### config.mk
export PLATFORM = sky130hd
export DESIGN_NAME = array_pingpong_frame_buf
export DESIGN_NICKNAME = d
export VERILOG_FILES = /design/src/rtl/array_pingpong_frame_buf.sv
export SDC_FILE = /design/constraint.sdc
export NUM_CORES = 1
export LEC_CHECK = 0
export BUFFER_PORTS_ARGS = -buffer_cell sky130_fd_sc_hd__buf_2
export CORE_ASPECT_RATIO = 1.1
export CORE_MARGIN = 8
export CORE_UTILIZATION = 56
export CTS_CLUSTER_SIZE = 20
export DETAILED_ROUTE_END_ITERATION = 10
export PLACE_DENSITY = 0.79
export SYNTH_ARGS = -nofsm -noshare
export SYNTH_HDL_FRONTEND = slang
export SYNTH_SLANG_ARGS = --single-unit
### constraint.sdc
create_clock -name clk -period 1.8 [get_ports clk]
set_input_delay 0.18 -clock clk [delete_from_list [all_inputs] [get_ports clk]]
set_output_delay 0.18 -clock clk [all_outputs]
set_load 0.02 [all_outputs]
### src/rtl/array_pingpong_frame_buf.sv
// Double-buffered frame assembler: serial words fill one bank while the other,
// once complete, is presented as a whole unpacked-array frame.
module array_pingpong_frame_buf #(
    parameter int WIDTH = 8,
    parameter int DEPTH = 4,
    parameter int BASE  = 3
) (
    input  logic             clk,
    input  logic             rst,
    input  logic             in_valid,
    output logic             in_ready,
    input  logic [WIDTH-1:0] in_data,
    output logic             out_valid,
    input  logic             out_ack,
    output logic [WIDTH-1:0] out_frame [BASE:BASE+DEPTH-1],
    output logic [1:0]       level
);

    localparam int            IW   = $clog2(DEPTH);
    localparam logic [IW-1:0] LAST = IW'(DEPTH - 1);

    logic [WIDTH-1:0] bank0 [BASE:BASE+DEPTH-1];
    logic [WIDTH-1:0] bank1 [BASE:BASE+DEPTH-1];
    logic [1:0]       full;
    logic [1:0]       full_nxt;
    logic             wsel;
    logic             rsel;
    logic [IW-1:0]    widx;
    logic             wr;
    logic             rd;
    logic             wr_done;

    assign in_ready  = !full[wsel];
    assign out_valid = full[rsel];
    assign level     = {1'b0, full[0]} + {1'b0, full[1]};

    // A completing write and an ack always touch different flags, so both apply.
    always_comb begin
        wr       = in_valid && in_ready;
        rd       = out_ack && out_valid;
        wr_done  = wr && (widx == LAST);
        full_nxt = full;
        if (wr_done) full_nxt[wsel] = 1'b1;
        if (rd)      full_nxt[rsel] = 1'b0;
    end

    // Per-element select keeps every frame element driven from the read bank.
    always_comb begin
        for (int unsigned i = 0; i < DEPTH; i++) begin
            out_frame[BASE+i] = rsel ? bank1[BASE+i] : bank0[BASE+i];
        end
    end

    always_ff @(posedge clk) begin
        if (rst) begin
            full <= '0;
            wsel <= 1'b0;
            rsel <= 1'b0;
            widx <= '0;
            for (int unsigned i = 0; i < DEPTH; i++) begin
                bank0[BASE+i] <= '0;
                bank1[BASE+i] <= '0;
            end
        end else begin
            full <= full_nxt;
            if (rd) rsel <= ~rsel;
            if (wr) begin
                for (int unsigned i = 0; i < DEPTH; i++) begin
                    if (widx == IW'(i)) begin
                        if (wsel) bank1[BASE+i] <= in_data;
                        else      bank0[BASE+i] <= in_data;
                    end
                end
                if (widx == LAST) begin
                    wsel <= ~wsel;
                    widx <= '0;
                end else begin
                    widx <= widx + 1'b1;
                end
            end
        end
    end

endmodule

==> metrics.yaml <==
clocking:
  clockBufferDepth: 2
  cts.clk_slew.worst_paths_ns: 0.07
  clockRootBuffer: "clkbuf_8"
  cts_resized: 0
  numClockSinks: 70
  numCtsBuffers: 9
  cts_tree: "yes"
  cts.htree.levels: 3
  cts_hold_buf: 0
  clock_latency_ns: 0.34
  cts_setup_buffers: 0
synthesis:
  synthArstFlopShare: 0
  synthFlopType: "edfxtp_1"
  syn_inst: 220
  syn_nets: 237
  synth_area_um2: 3190
  yosysSeqAreaShare: 0.641
  synth_seq_cells: 70
  yosysWarnings: 0
  yosysUniqueCellTypes: 25
  synth_edf_count: 64
  synth.avg_cell_area_um2: 14.5
worst_setup_path:
  endpoint_kind: "primary output"
  setup.worst_path.start: "rsel$_SDFFE_PP0P_"
  timing.rr.end: "bank0[0][50]$_SDFFCE_PN0P_"
  worst-r2r-setup-slack_ns: 0.18
  r2r_cells: 3
  cp.required_ns: 1.62
  crit_type: "register to primary output"
  crit_path_max_fanout: 20
  regToRegStartpoint: "full[0]$_SDFF_PP0_"
  arrival_ns: 1.50
  critPathLaunchType: "register"
global_route:
  overflow: 0
  grt_pass1_vias: 1925
  antenna_found_initial: 0
  grt_max_degree: 21
  grt_util_all_layers: 0.158
  grt_pass1_wl_mm: 9.65
timing:
  layout_setup_ws_ns: 0.120
  fin_skew_ns: 0.00781
  clock.fmax_mhz: 595
  setup_violations: 0
  max_slew_margin: 0.722
  finalCriticalPeriod_ns: 1.68
  drv_slew: 0
  timing.setup.tns_ns: 0
  tightest_slew_ns: 0.415
  grt_setup_unrepaired: "no"
  finalHoldViolations: 0
  period_share: 0.933
cells_and_area:
  drive_gt1_frac: 0.380
  nets: 291
  diodes: 0
  most-common-layout-cells: "and2_1 (65), edfxtp_1 (64), buf_2 (47), mux2_2 (33), clkbuf_8 (9)"
  final_common_cell: "and2_1"
  syn_to_final_growth_pct: 16.5
power:
  power.leakage_uw: 0.00153
  combinationalPowerShare: 0.089
  p_switching_uw: 786
  intPower_uw: 2740
  power_density_nw_per_um2: 949
  peakVddDrop_mv: 0.522
  power_frac_seq: 0.532
  swShare: 0.223
  clkPwrFrac: 0.378
route:
  ant_nets: 0
  via_per_inst: 5.19
  drt-initial-drc-count: 161
  drt_first_pass_iters: 4
  drt_wl_total_mm: 6.19
  route.detailed.drc: 0
  post_drt_wl_per_cell_um: 17.4
  vias: 1846
die:
  row_count: 29
  start_util: 0.566
  ios: 48
  coreArea_um2: 5620
  design.die.area_um2: 8360
  die_y_um: 95.1
  die_w_um: 87.9
min_path:
  min-delay-start: "out_ack"
  whs_endpoint: "rsel$_SDFFE_PP0P_"
  hold_class: "input port to register"
  whs_path_depth: 3
placement:
  place_congestion: 0.844
  io_buffers: 47
  dpl.hpwl_mm: 4.10
  place_ws_ns: 0.187
run:
  drv_cap: 0
run_status:
  outcome: "completed"
-- sequential cells by signal, summed over array words and instances, names as in the netlist --
name	cells
full	2
widx	2
bank0	32
wsel	1
bank1	32
rsel	1
-- worst max-delay path by stage --
stage,slack (ns),end,depth (start not counted)
6_report,0.12,out_frame[16],3
5_1_grt,0.05,out_frame[16],3
4_1_cts,0.09,out_frame[20],3
3_5_place_dp,0.19,bank0[0][55]$_SDFFCE_PN0P_,3
3_3_place_gp,0.32,bank0[0][51]$_SDFFCE_PN0P_,3
2_1_floorplan,0.46,widx[1]$_SDFFE_PP0P_,3
-- cells in the mapped netlist, types with 2 or more instances --
library cell	count	area [µm²]
edfxtp_1	64	1920
nor3_1	3	15.0
and3_1	7	43.8
dfxtp_1	6	120
ha_1	5	62.6
nand2_1	2	7.51
mux2_2	33	372
a21oi_1	3	15.0
o31ai_1	2	15.0
buf_2	5	25.0
a31o_2	7	61.3
o21ai_0	2	10.0
nand3_1	2	10.0
clkbuf_1	2	7.51
and2_1	65	407
inv_1	3	11.3
-- metrics by stage --
| step | cell area [µm²] | hold slack [ns] | instances | util | total power (µW) |
|---|---|---|---|---|---|
| CTS | 3710 | 0.155 | 356 | 0.660 | 3550 |
| detailed placement | 3510 | 0.515 | 340 | 0.624 | 2230 |
| global route | 3710 | 0.176 | 356 | 0.660 | 3640 |
| finish | 3710 | 0.170 | 356 | 0.660 | 3520 |
| floorplan | 3190 | 0.373 | 220 | - | 2110 |
| global placement | 3510 | 0.520 | 340 | 0.624 | 2220 |
-- worst max-delay path, cell delays in order (launching register included) --
cell and delay, ns:
dfxtp_1 0.34, buf_4 0.28, mux2_2 0.38, buf_2 0.16
-- power by group through the flow --
| stage | registers (µW) | clock network, µW | logic [µW] |
|---|---|---|---|
| after CTS | 1880 | 1350 | 321 |
| after global placement | 1910 | 0 | 313 |
| final | 1880 | 1330 | 315 |
| after global routing | 1880 | 1420 | 339 |
| after floorplan | 1900 | 0 | 204 |
| after detailed placement | 1910 | 0 | 318 |
-- layer usage --
layer	up-vias	GRT usage	wire length [µm]
met1	898	0.184	2660
met4	0	0.0732	83
li1	910	-	-
met3	8	0.0466	227
met5	-	0	0
met2	30	0.262	3210
-- layout make-up --
cell class,count,area [µm²]
sequential,70,2040
fill,428,1910
multi-input combinational,140,1100
timing repair buffer,50,258
clock buffer,11,131
tap,77,96.3
clock inverter,5,73.8
inverter,3,11.3
-- kinds of logic (layout without fill, tap and decap cells) --
| logic type | count (synthesis) | count (layout) | share of synthesized area |
|---|---|---|---|
| compound gates | 15 | 15 | 0.0338 |
| fa+ha+maj | 5 | 5 | 0.0196 |
| buf+inv | 10 | 69 | 0.0137 |
| flops | 70 | 70 | 0.641 |
| mux | 34 | 34 | 0.120 |
| simple gates | 86 | 86 | 0.172 |
No activity file was read; power rests on OpenSTA's default activity.
